File: src/rtl/nodf_status_pkg.sv
// Shared types and default widths for the ap_ctrl_hs status tracker.
package nodf_status_pkg;

  typedef enum logic [1:0] {
    ST_IDLE     = 2'b00,
    ST_ACTIVE   = 2'b01,
    ST_STALL    = 2'b10,
    ST_FINISHED = 2'b11
  } state_e;

  localparam int unsigned DEF_CNT_W = 32;
  localparam int unsigned DEF_OUT_W = 4;
  localparam int unsigned DEF_LAT_W = 32;

endpackage

File: src/rtl/nodf_sat_counter.sv
// Saturating up-counter with a freeze input; holds at all-ones instead of wrapping.
module nodf_sat_counter
  import nodf_status_pkg::*;
#(
  parameter int unsigned W = DEF_CNT_W
) (
  input  logic         clk_i,
  input  logic         rst_i,
  input  logic         inc_i,
  input  logic         freeze_i,
  output logic [W-1:0] cnt_o
);

  logic [W-1:0] cnt_q, cnt_d;

  always_comb begin
    cnt_d = cnt_q;
    if (inc_i && !freeze_i && (cnt_q != '1)) cnt_d = cnt_q + W'(1);
  end

  always_ff @(posedge clk_i or posedge rst_i) begin
    if (rst_i) cnt_q <= '0;
    else       cnt_q <= cnt_d;
  end

  assign cnt_o = cnt_q;

endmodule

File: src/rtl/nodf_module_status.sv
// Status tracker for one ap_ctrl_hs block: state, event counters, outstanding and latency.
module nodf_module_status
  import nodf_status_pkg::*;
#(
  parameter int unsigned CNT_W = DEF_CNT_W,
  parameter int unsigned OUT_W = DEF_OUT_W,
  parameter int unsigned LAT_W = DEF_LAT_W
) (
  input  logic             clock,
  input  logic             reset,
  input  logic             ap_start,
  input  logic             ap_ready,
  input  logic             ap_done,
  input  logic             ap_continue,
  input  logic             finish,
  output logic [1:0]       state,
  output logic [CNT_W-1:0] start_count,
  output logic [CNT_W-1:0] done_count,
  output logic [CNT_W-1:0] ready_count,
  output logic [CNT_W-1:0] busy_cycles,
  output logic [CNT_W-1:0] stall_cycles,
  output logic [OUT_W-1:0] outstanding,
  output logic [LAT_W-1:0] last_latency,
  output logic [LAT_W-1:0] max_latency,
  output logic             proto_err,
  output logic             finished
);

  logic accept, complete, stall_ev, busy_inc;
  assign accept   = ap_start & ap_ready;
  assign complete = ap_done & ap_continue;
  assign stall_ev = ap_done & ~ap_continue;

  state_e             state_q, state_d;
  logic [OUT_W-1:0]   out_q, out_d;
  logic               perr_q, perr_d, fin_q, fin_d, armed_q, armed_d, lat_valid;
  logic [LAT_W-1:0]   timer_q, timer_d, last_q, last_d, max_q, max_d, lat_sample;

  assign fin_d = fin_q | finish;

  always_comb begin
    out_d  = out_q;
    perr_d = perr_q;
    if (!fin_q) begin
      if (accept && !complete) begin
        if (out_q == '1) perr_d = 1'b1;
        else             out_d  = out_q + OUT_W'(1);
      end else if (complete && !accept) begin
        if (out_q == '0) perr_d = 1'b1;
        else             out_d  = out_q - OUT_W'(1);
      end
    end
  end

  always_comb begin
    state_d = ST_IDLE;
    if (fin_q || finish)                           state_d = ST_FINISHED;
    else if (stall_ev)                             state_d = ST_STALL;
    else if (ap_start || (out_d != '0) || ap_done) state_d = ST_ACTIVE;
  end

  assign busy_inc = (state_d == ST_ACTIVE) || (state_d == ST_STALL);

  // Timer holds (cycles since accept); only the transaction starting from empty is timed.
  always_comb begin
    armed_d    = armed_q;
    timer_d    = timer_q;
    last_d     = last_q;
    max_d      = max_q;
    lat_valid  = 1'b0;
    lat_sample = '0;
    if (!fin_q) begin
      if (armed_q && (timer_q != '1)) timer_d = timer_q + LAT_W'(1);
      if (complete && armed_q) begin
        lat_valid  = 1'b1;
        lat_sample = timer_q;
        armed_d    = 1'b0;
      end else if (complete && accept && (out_q == '0)) begin
        lat_valid  = 1'b1;
      end else if (accept && (out_q == '0)) begin
        armed_d = 1'b1;
        timer_d = LAT_W'(1);
      end
      if (lat_valid) begin
        last_d = lat_sample;
        if (lat_sample > max_q) max_d = lat_sample;
      end
    end
  end

  always_ff @(posedge clock or posedge reset) begin
    if (reset) begin
      state_q <= ST_IDLE;
      out_q   <= '0;
      perr_q  <= 1'b0;
      fin_q   <= 1'b0;
      armed_q <= 1'b0;
      timer_q <= '0;
      last_q  <= '0;
      max_q   <= '0;
    end else begin
      state_q <= state_d;
      out_q   <= out_d;
      perr_q  <= perr_d;
      fin_q   <= fin_d;
      armed_q <= armed_d;
      timer_q <= timer_d;
      last_q  <= last_d;
      max_q   <= max_d;
    end
  end

  nodf_sat_counter #(.W(CNT_W)) u_start (.clk_i(clock), .rst_i(reset), .inc_i(accept),
                                         .freeze_i(fin_q), .cnt_o(start_count));
  nodf_sat_counter #(.W(CNT_W)) u_done  (.clk_i(clock), .rst_i(reset), .inc_i(complete),
                                         .freeze_i(fin_q), .cnt_o(done_count));
  nodf_sat_counter #(.W(CNT_W)) u_ready (.clk_i(clock), .rst_i(reset), .inc_i(ap_ready),
                                         .freeze_i(fin_q), .cnt_o(ready_count));
  nodf_sat_counter #(.W(CNT_W)) u_busy  (.clk_i(clock), .rst_i(reset), .inc_i(busy_inc),
                                         .freeze_i(fin_q), .cnt_o(busy_cycles));
  nodf_sat_counter #(.W(CNT_W)) u_stall (.clk_i(clock), .rst_i(reset), .inc_i(stall_ev),
                                         .freeze_i(fin_q), .cnt_o(stall_cycles));

  assign state        = state_q;
  assign outstanding  = out_q;
  assign last_latency = last_q;
  assign max_latency  = max_q;
  assign proto_err    = perr_q;
  assign finished     = fin_q;

endmodule

File: config.mk
export PLATFORM = sky130hd
export DESIGN_NAME = nodf_module_status
export DESIGN_NICKNAME = d
export VERILOG_FILES = /design/src/rtl/nodf_status_pkg.sv /design/src/rtl/nodf_sat_counter.sv /design/src/rtl/nodf_module_status.sv
export SDC_FILE = /design/constraint.sdc
export NUM_CORES = 1
export LEC_CHECK = 0
export BUFFER_PORTS_ARGS = -buffer_cell sky130_fd_sc_hd__buf_2
export CAP_MARGIN = 20
export CELL_PAD_IN_SITES_DETAIL_PLACEMENT = 0
export CELL_PAD_IN_SITES_GLOBAL_PLACEMENT = 1
export CORE_AREA = 2 2 188 190
export DETAILED_ROUTE_END_ITERATION = 16
export DIE_AREA = 0 0 190 192
export GPL_ROUTABILITY_DRIVEN = 0
export PLACE_DENSITY = 0.73
export SETUP_SLACK_MARGIN = 0.2
export SYNTH_ARGS = -nofsm -noshare
export SYNTH_HDL_FRONTEND = slang
export SYNTH_HIERARCHICAL = 1
export SYNTH_SLANG_ARGS = --single-unit
File: constraint.sdc
create_clock -name clock -period 3.6 [get_ports clock]
set_input_delay 0 -clock clock [delete_from_list [all_inputs] [get_ports clock]]
set_output_delay 0 -clock clock [all_outputs]
set_load 0.02 [all_outputs]
==> impl_metrics.csv, run 1 <==
group,metric,value,unit
grt,grt_start_max_net_pins,66,
logic_synthesis,avgSynthCellArea,11.0,um2
placed_design,dpl_cell_area,15300,um2
timing,setup_tns,0,ps
grt,grt_usage,18.1,%
layout,nNetsFinal,1551,
worst_setup_path,cp_cell_sequence,"inv_1 -> nor2_4 -> buf_4 -> and2_1 -> ha_1 -> nand4_1 -> inv_1 -> a221oi_1 -> a221oi_2 -> a31oi_4 -> buf_12 -> mux2_2",
layout,syn2layout_area_growth,21.3,%
logic_synthesis,synthCells,1231,
power_and_ir_drop,p_leak,8.09,nW
floorplanning,design.die.area,36500,um2
worst_setup_path,cp-startpoint,"armed_q$_DFFE_PP0P_",
layout,final_cells,1980,
route,dr_total_vias,10246,
layout,final-seq-area,6630,um2
min_path,hold_class,"input pin to asynchronous set/reset pin",
floorplanning,io-pin-count,239,
timing,tightestPinTransition,813,ps
grt,antenna_found_initial,1,
timing,slew_headroom,45.8,%
worst_setup_path,rrSetupSlack,420,ps
clocking,htreeDepth,1,
grt,grt_overflow,0,
worst_setup_path,crit_slowest_cell,"mux2_2",
timing,setup_viol,0,
logic_synthesis,synth_edf_count,0,
timing,drv_slew,0,
clocking,cts_made_buffers,31,
outcome,status,"finished clean",
layout,final_area,16400,um2
layout,final_common_cell,"dfrtp_1",
layout,antenna_cells,0,
logic_synthesis,yosysTopAreaCellShare,48.9,%
placed_design,dp_hpwl,24000,um
route,dr.pass1.iters,4,
placed_design,dp_slack,105,ps
clocking,path_clk_slew,60,ps
worst_setup_path,crit_path_max_fanout,32,
layout,utilization,47.9,%
route,wl_per_cell,16.9,um
logic_synthesis,ys_top_cells_by_area,"dfrtp_1, xnor2_1, nand4_1",
placed_design,io_buffers,238,
timing,finalHoldViolations,0,
worst_setup_path,cpPeakStageDelay,370,ps
logic_synthesis,syn_area,13600,um2
clocking,cts_tree,"done",
layout,final_layout_size_suffix_gt1_share,25.9,%
floorplanning,dieWidth,190,um
placed_design,dpl.cell_count,1913,
power_and_ir_drop,power_per_cell_area,411,nW/um2
worst_setup_path,arrival,3610,ps
layout,multiInputGateArea,6520,um2
clocking,cts-root-buf,"clkbuf_16",
logic_synthesis,ys_warn_count,6,
worst_setup_path,path_class,"flip-flop to flip-flop",
timing,fin_crit,3180,ps
worst_setup_path,path_common_cell,"inv_1",
timing,finClkSkew,13.7,ps
route,drt-initial-drc-count,423,
logic_synthesis,yosysSeqAreaShare,48.9,%
grt,grt_pass1_vias,10045,
layout,n_fill_cell,3237,
timing,rsz0062_at_grt,"true",
logic_synthesis,synth_cell_type_count,58,
route,via_per_inst,5.17,
clocking,cts.sinks,265,
logic_synthesis,async_flop_share,100,%
flow_run,cap_viol_max_count,0,
worst_setup_path,worst_setup_path_start_kind,"flip-flop",
floorplanning,row_count,68,
worst_setup_path,reg2reg_from,"armed_q$_DFFE_PP0P_",
logic_synthesis,synth_flop_cell,"dfrtp_1",
floorplanning,initial_core_util,39.5,%
timing,final.period_utilization,88.2,%
floorplanning,die_h,192,um
route,antenna_left,0,
logic_synthesis,synth-seq-cells,265,
power_and_ir_drop,vdd_drop_max,0.000368,V
worst_setup_path,worstSetupEndpointType,"flip-flop",
grt,grt_pass1_wl,53900,um
timing,setup_slack,424,ps
clocking,ctsLongestPathBuffers,3,
route,routed_wl,33400,um
logic_synthesis,synth_nets,1281,
layout,layout_common_cells,"dfrtp_1, buf_2, xnor2_1",
route,post-route-drc-count,0,
timing,fmax,0.315,GHz
worst_setup_path,required,4030,ps
logic_synthesis,synth_top_area_cell,"dfrtp_1",
floorplanning,core,34300,um2
clocking,clock_latency,560,ps
## Yosys cell counts (all sizes together) (2+ instances only)
| master | count |
|---|---|
| or4 | 2 |
| a22o | 27 |
| mux2 | 33 |
| o21ai | 21 |
| nand3 | 83 |
| or2 | 6 |
| clkbuf | 16 |
| xnor2 | 117 |
| o22ai | 3 |
| and4b | 5 |
| ha | 43 |
| o2111ai | 5 |
| nor4 | 14 |
| and4 | 23 |
| a211oi | 5 |
| nor2 | 63 |
| nand2b | 11 |
| mux2i | 6 |
| or3 | 3 |
| a31oi | 4 |
| nand4 | 96 |
| a21boi | 6 |
| and3 | 54 |
| nand3b | 2 |
| a221oi | 2 |
| nand2 | 62 |
| nor2b | 12 |
| nor3 | 32 |
| a21oi | 28 |
| dfrtp | 265 |
| xor2 | 66 |
| and2 | 30 |
| buf | 14 |
| inv | 65 |
## report_power, final
group	switching [W]	total (W)	internal, W
sequential	0.0000952	0.00315	0.00305
combinational	0.000292	0.000460	0.000168
clock	0.00121	0.00315	0.00194
total	0.00160	0.00676	0.00516
## metal layers
metal	GRT usage [%]	vias to the layer above	routed length, um
met5	0	-	7
met4	4.11	2	563
met3	3.82	39	1890
met2	29.3	228	15600
met1	25.0	5053	15300
li1	-	4924	-
## path summary, 6_finish.rpt
check,end,cells past startpoint
max in group asynchronous,max_latency[17]$_DFFE_PP0P_,4
max reg2reg,max_latency[29]$_DFFE_PP0P_,12
min reg2reg,last_latency[9]$_DFFE_PP0P_,2
min in group clock,u_stall/cnt_o[0]$_DFFE_PP0P_,5
max,max_latency[29]$_DFFE_PP0P_,12
min,u_start/cnt_o[8]$_DFFE_PP0P_,3
## through the flow
stage	hold WS, ps	power [W]
finish	25.7	0.00676
global placement	38.1	0.00366
detailed placement	42.4	0.00366
floorplan	116	0.00349
global route	55.6	0.00706
CTS	20.9	0.00688
## layout make-up
cell class                      count  area share (%)
Timing Repair Buffer              267            8.78
Clock buffer                       48            5.53
Inverter                           65            1.50
Tap cell                          455            3.46
Clock inverter                      9           0.753
Sequential cell                   265            40.3
Multi-Input combinational cell    871            39.6
## flip-flops by register name, indices dropped and copies added (netlist names)
signal / cells
outstanding: 4
u_start/cnt_o: 32
u_busy/cnt_o: 32
state: 2
armed_q: 1
last_latency: 32
u_ready/cnt_o: 32
proto_err: 1
finished: 1
u_done/cnt_o: 32
u_stall/cnt_o: 32
max_latency: 32
timer_q: 32
## cell families after synthesis
| group | Yosys count | share of synthesized area (%) |
|---|---|---|
| buf+inv | 95 | 3.24 |
| xor+xnor | 183 | 11.8 |
| mux | 39 | 3.85 |
| flops | 265 | 48.9 |
| compound gates | 107 | 6.01 |
| fa+ha+maj | 43 | 3.97 |
| simple gates | 499 | 22.2 |
## repair_timing
item / CTS / global route
endpoints found under the setup margin: 26 / 28
endpoints found under the hold margin: 240 / 0
pin swaps: 0 / 2
hold buffers: 9 / 0
buffers inserted: 0 / 1
gates resized for setup: 1 / 3
## worst max-delay path: cells and delay by family (launching register included)
family                   cells  cell delay (ps)
AO/OA/AOI/OAI                3              640
adder cells (fa/ha/maj)      1              260
buffers and inverters        4              670
flip-flops                   1              360
multiplexers                 1              370
AND/OR/NAND/NOR              3              730
Note: power is estimated with default switching activity, not from simulation.
==> run 2: changes to the inputs <==
Clock period 3.6 ns to 3.79 ns, I/O delays scaled along.
==> run 2 against run 1 <==
Routed wire length increased by 0.56%. Sequential power decreased by 5%. Total power decreased by 4.0%. Setup slack improved by 74 ps. Clock-buffer cell count decreased by 2. Critical path type unchanged. Largest cell class unchanged. Highest routed layer unchanged.
==> impl_metrics.csv, run 2 (synthesis gave the netlist of run 1 again) <==
group,metric,value,unit
outcome,status,"finished clean",
clocking,cts.sinks,265,
clocking,htreeDepth,1,
grt,grt_overflow,0,
layout,final_cells,1973,
layout,multiInputGateArea,6510,um2
floorplanning,io-pin-count,239,
timing,finClkSkew,8.60,ps
clocking,cts-root-buf,"clkbuf_16",
timing,setup_viol,0,
worst_setup_path,path_class,"flip-flop to flip-flop",
worst_setup_path,arrival,3730,ps
floorplanning,dieWidth,190,um
min_path,hold_class,"input pin to asynchronous set/reset pin",
worst_setup_path,cpPeakStageDelay,380,ps
floorplanning,row_count,68,
layout,layout_common_cells,"dfrtp_1, buf_2, xnor2_1",
layout,utilization,47.8,%
floorplanning,core,34300,um2
placed_design,io_buffers,238,
worst_setup_path,cp_cell_sequence,"inv_1 -> nor2_2 -> buf_4 -> and2_1 -> ha_1 -> nand4_1 -> nor3_1 -> and3_1 -> nor2_1 -> a31oi_4 -> buf_4 -> mux2_2",
power_and_ir_drop,power_per_cell_area,396,nW/um2
layout,final-seq-area,6630,um2
worst_setup_path,cp_top_family,"simple AND/OR/NAND/NOR gates",
timing,tightestPinTransition,803,ps
layout,final_layout_size_suffix_gt1_share,25.8,%
timing,drv_slew,0,
route,dr_total_vias,10169,
worst_setup_path,worstSetupEndpointType,"flip-flop",
route,antenna_left,0,
layout,syn2layout_area_growth,20.9,%
layout,final_common_cell,"dfrtp_1",
timing,rsz0062_at_grt,"false",
power_and_ir_drop,p_leak,8.07,nW
placed_design,dp_hpwl,24200,um
grt,antenna_found_initial,1,
grt,grt_pass1_vias,10176,
route,dr.pass1.iters,5,
flow_run,cap_viol_max_count,0,
worst_setup_path,worst-path-stages,12,
worst_setup_path,worst_setup_path_start_kind,"flip-flop",
worst_setup_path,path_common_cell,"buf_4",
worst_setup_path,required,4230,ps
floorplanning,die_h,192,um
grt,grt_pass1_wl,54900,um
timing,final.period_utilization,86.8,%
route,wl_per_cell,17.0,um
route,post-route-drc-count,0,
timing,fmax,0.304,GHz
clocking,ctsLongestPathBuffers,3,
timing,setup_tns,0,ps
clocking,clock_latency,560,ps
clocking,postCtsSetupBuffers,0,
grt,grt_start_max_net_pins,62,
worst_setup_path,critPathBufInv,3,
worst_setup_path,crit_slowest_cell,"dfrtp_1",
grt,grt_usage,18.4,%
placed_design,dpl.cell_count,1910,
worst_setup_path,r2r.worst_path.cells,12,
worst_setup_path,crit_path_max_fanout,34,
route,routed_wl,33600,um
timing,slew_headroom,46.5,%
timing,finalHoldViolations,0,
timing,fin_crit,3290,ps
clocking,cts_made_buffers,31,
power_and_ir_drop,vdd_drop_max,0.000332,V
clocking,path_clk_slew,60,ps
layout,n_fill_cell,3267,
layout,nNetsFinal,1545,
route,drt-initial-drc-count,516,
floorplanning,design.die.area,36500,um2
route,via_per_inst,5.15,
clocking,cts_tree,"done",
layout,antenna_cells,0,
floorplanning,initial_core_util,39.5,%
-- run 2: worst register-to-register path: stages, from the launching register on --
cell and delay, ps:
dfrtp_1 380, inv_1 180, nor2_2 60, buf_4 240, and2_1 230, ha_1 300, nand4_1 160, nor3_1 360
and3_1 260, nor2_1 80, a31oi_4 210, buf_4 310, mux2_2 380
-- run 2: per-layer routing --
metal	GRT usage, %	part of all wire, %	vias up
met5	0	0.021	-
met4	3.31	1.4	2
met3	3.96	5.2	42
met2	30.3	47	175
met1	25.1	46	5045
li1	-	-	4905
-- run 2: repair_timing --
item                                   4_1_cts  5_1_grt
setup endpoints to repair                    0        8
gates resized for setup                      0        1
hold buffers                                 7        0
endpoints found under the hold margin      238        0
-- run 2: per-stage QoR --
step	hold WS (ps)	setup WS (ps)	total power, W	cell area [um2]
2_1_floorplan	116	883	0.00331	13600
3_3_place_gp	38.0	521	0.00347	15300
3_5_place_dp	53.1	410	0.00348	15300
4_1_cts	3.98	363	0.00659	16400
5_1_grt	21.1	226	0.00676	16400
6_report	10.1	498	0.00649	16400
-- run 2: path summary, 6_finish.rpt --
| check | from | to | slack (ps) |
|---|---|---|---|
| hold / removal | reset | u_start/cnt_o[8]$_DFFE_PP0P_ | 10 |
| min in group clock | ap_done | u_stall/cnt_o[0]$_DFFE_PP0P_ | 50 |
| hold reg to reg | proto_err$_DFFE_PP0P_ | proto_err$_DFFE_PP0P_ | 480 |
| setup / recovery | armed_q$_DFFE_PP0P_ | max_latency[30]$_DFFE_PP0P_ | 500 |
| setup reg to reg | armed_q$_DFFE_PP0P_ | max_latency[30]$_DFFE_PP0P_ | 500 |
| max in group asynchronous | reset | last_latency[8]$_DFFE_PP0P_ | 2710 |
-- run 2: area by class of cell --
type	count	share of cell area [%]
flip-flops and latches	265	40.5
multi-input cells	871	39.7
repair buffers	261	8.43
clock buffers	46	5.63
well taps	455	3.47
inverters	65	1.50
clock inverters	10	0.802
-- run 2: where the power goes --
part           switching (W)  internal, W
clock network        0.00120      0.00187
logic               0.000275     0.000155
registers          0.0000903      0.00290
==> run 3: changes to the inputs <==
Settings changed: CORE_AREA 2 2 188 190 to 2 2 216 165, DIE_AREA 0 0 190 192 to 0 0 218 167.
==> run 3 against run 2 <==
Routed wire length is 3.4% higher. Clock power is 2% higher. Fmax is 2.3% lower.
==> impl_metrics.csv, run 3 (synthesis gave the netlist of run 1 again) <==
group,metric,value,unit
outcome,status,"finished clean",
timing,finalHoldViolations,0,
route,wl_per_cell,17.6,um
route,antenna_left,0,
timing,slew_headroom,41.2,%
layout,final_layout_size_suffix_gt1_share,25.7,%
grt,use_met1,28.8,%
power_and_ir_drop,pwr-share-seq,45.7,%
power_and_ir_drop,p_leak,8.07,nW
worst_setup_path,crit_path_max_fanout,13,
clocking,path_clk_slew,60,ps
power_and_ir_drop,clock_power_share,47.7,%
timing,drv_slew,0,
clocking,clock_latency,560,ps
worst_setup_path,path_class,"input pin to flip-flop",
worst_setup_path,worstSetupEndpointType,"flip-flop",
min_path,worstHoldPathCells,5,
grt,grt_start_max_net_pins,48,
placed_design,dp_hpwl,25200,um
grt,grt_pass1_vias,9991,
clocking,cts_made_buffers,29,
min_path,hold_class,"input pin to flip-flop",
layout,n_fill_cell,3224,
floorplanning,die_h,167,um
timing,setup_viol,0,
layout,syn2layout_area_growth,21.2,%
grt,grt_pass1_wl,56500,um
timing,whs,103,ps
worst_setup_path,r2r.worst_path.cells,12,
clocking,htreeDepth,1,
floorplanning,io-pin-count,239,
power_and_ir_drop,power_per_cell_area,399,nW/um2
grt,grt_most_used_layer,"met1",
timing,rsz0062_at_grt,"false",
worst_setup_path,required,4230,ps
timing,setup_tns,0,ps
placed_design,io_buffers,238,
route,drt-initial-drc-count,692,
timing,finClkSkew,10.4,ps
clocking,cts-root-buf,"clkbuf_16",
power_and_ir_drop,netSwitchingFraction,23.8,%
floorplanning,initial_core_util,39.6,%
clocking,cts_tree,"done",
floorplanning,design.die.area,36400,um2
route,via_per_inst,5.15,
route,dr.pass1.iters,5,
timing,final.period_utilization,88.9,%
flow_run,cap_viol_max_count,0,
grt,antenna_found_initial,1,
grt,use_met3,4.49,%
power_and_ir_drop,intPower,0.00499,W
grt,grt_overflow,0,
route,dr_total_vias,10170,
layout,final_common_cell,"dfrtp_1",
grt,grt_usage,19.2,%
route,post-route-drc-count,0,
layout,layout_common_cells,"dfrtp_1, buf_2, xnor2_1",
timing,fmax,0.297,GHz
worst_setup_path,arrival,3810,ps
timing,tightestPinTransition,880,ps
clocking,postCtsSetupBuffers,0,
floorplanning,dieWidth,218,um
floorplanning,core,34300,um2
power_and_ir_drop,p_sw,0.00156,W
layout,nNetsFinal,1544,
clocking,cts.sinks,265,
power_and_ir_drop,vdd_drop_max,0.000275,V
clocking,ctsLongestPathBuffers,3,
grt,grt_use_met2,27.9,%
timing,fin_crit,3370,ps
worst_setup_path,worst_setup_path_start_kind,"input pin",
power_and_ir_drop,p_comb_share,6.6,%
route,routed_wl,34700,um
floorplanning,row_count,59,
[run 3: power groups by stage]
stage                     Combinational, W  Clock, W  Sequential (W)
final                             0.000430   0.00313         0.00299
after global routing              0.000486   0.00334         0.00301
after CTS                         0.000439   0.00321         0.00299
after detailed placement          0.000431         0         0.00305
after global placement            0.000424         0         0.00304
after floorplan                   0.000241         0         0.00307
[run 3: what timing repair did]
| item | 4_1_cts | 5_1_grt |
|---|---|---|
| hold buffers | 9 | 0 |
| endpoints found under the hold margin | 218 | 0 |
| setup endpoints to repair | 0 | 12 |
| resized for setup | 0 | 1 |
[run 3: worst paths after layout]
| check | from | endpoint | slack (ps) |
|---|---|---|---|
| max in group asynchronous | reset | max_latency[27]$_DFFE_PP0P_ | 2790 |
| worst min register to register | proto_err$_DFFE_PP0P_ | proto_err$_DFFE_PP0P_ | 460 |
| worst max-delay path | ap_ready | u_busy/cnt_o[23]$_DFFE_PP0P_ | 420 |
| worst min-delay path | ap_done | proto_err$_DFFE_PP0P_ | 100 |
| min in group asynchronous | reset | state[1]$_DFF_PP0_ | 160 |
| worst max register to register | armed_q$_DFFE_PP0P_ | max_latency[30]$_DFFE_PP0P_ | 510 |
[run 3: layout make-up]
class | count | area [um2] | area share, %
Inverter | 65 | 246 | 1.50
Clock inverter | 10 | 181 | 1.10
Tap cell | 457 | 572 | 3.48
Sequential cell | 265 | 6630 | 40.4
Antenna cell | 1 | 2.50 | 0.0152
Clock buffer | 44 | 882 | 5.37
Timing Repair Buffer | 262 | 1400 | 8.53
Multi-Input combinational cell | 871 | 6510 | 39.6
[run 3: stage by stage]
stage          util, %  worst slack, ps  instances  instance area, um2  power (W)
5_1_grt           47.9              181       1975               16400    0.00683
3_5_place_dp      44.6              487       1911               15300    0.00348
2_1_floorplan        -              883       1231               13600    0.00331
3_3_place_gp      44.5              559       1910               15200    0.00347
4_1_cts           47.9              308       1974               16400    0.00664
6_report          47.9              419       1975               16400    0.00655
[run 3: worst max-delay path, cell delays in order]
cell	delay (ps)
dlygate4sd3_1	550
buf_2	140
nand2_1	80
dlygate4sd3_1	600
ha_1	200
nor2b_1	230
nand2_1	130
mux2_2	280
o22ai_1	160
nor4_1	110
nor2_1	160
nor2b_1	250
nand3_1	160
a21oi_4	410
nand4_1	180
xnor2_1	170
[run 3: per-layer routing]
metal | vias to the layer above | wire length (um)
met3 | 49 | 2020
met4 | 0 | 747
li1 | 4937 | -
met2 | 222 | 14900
met1 | 4962 | 17100
met5 | - | 0
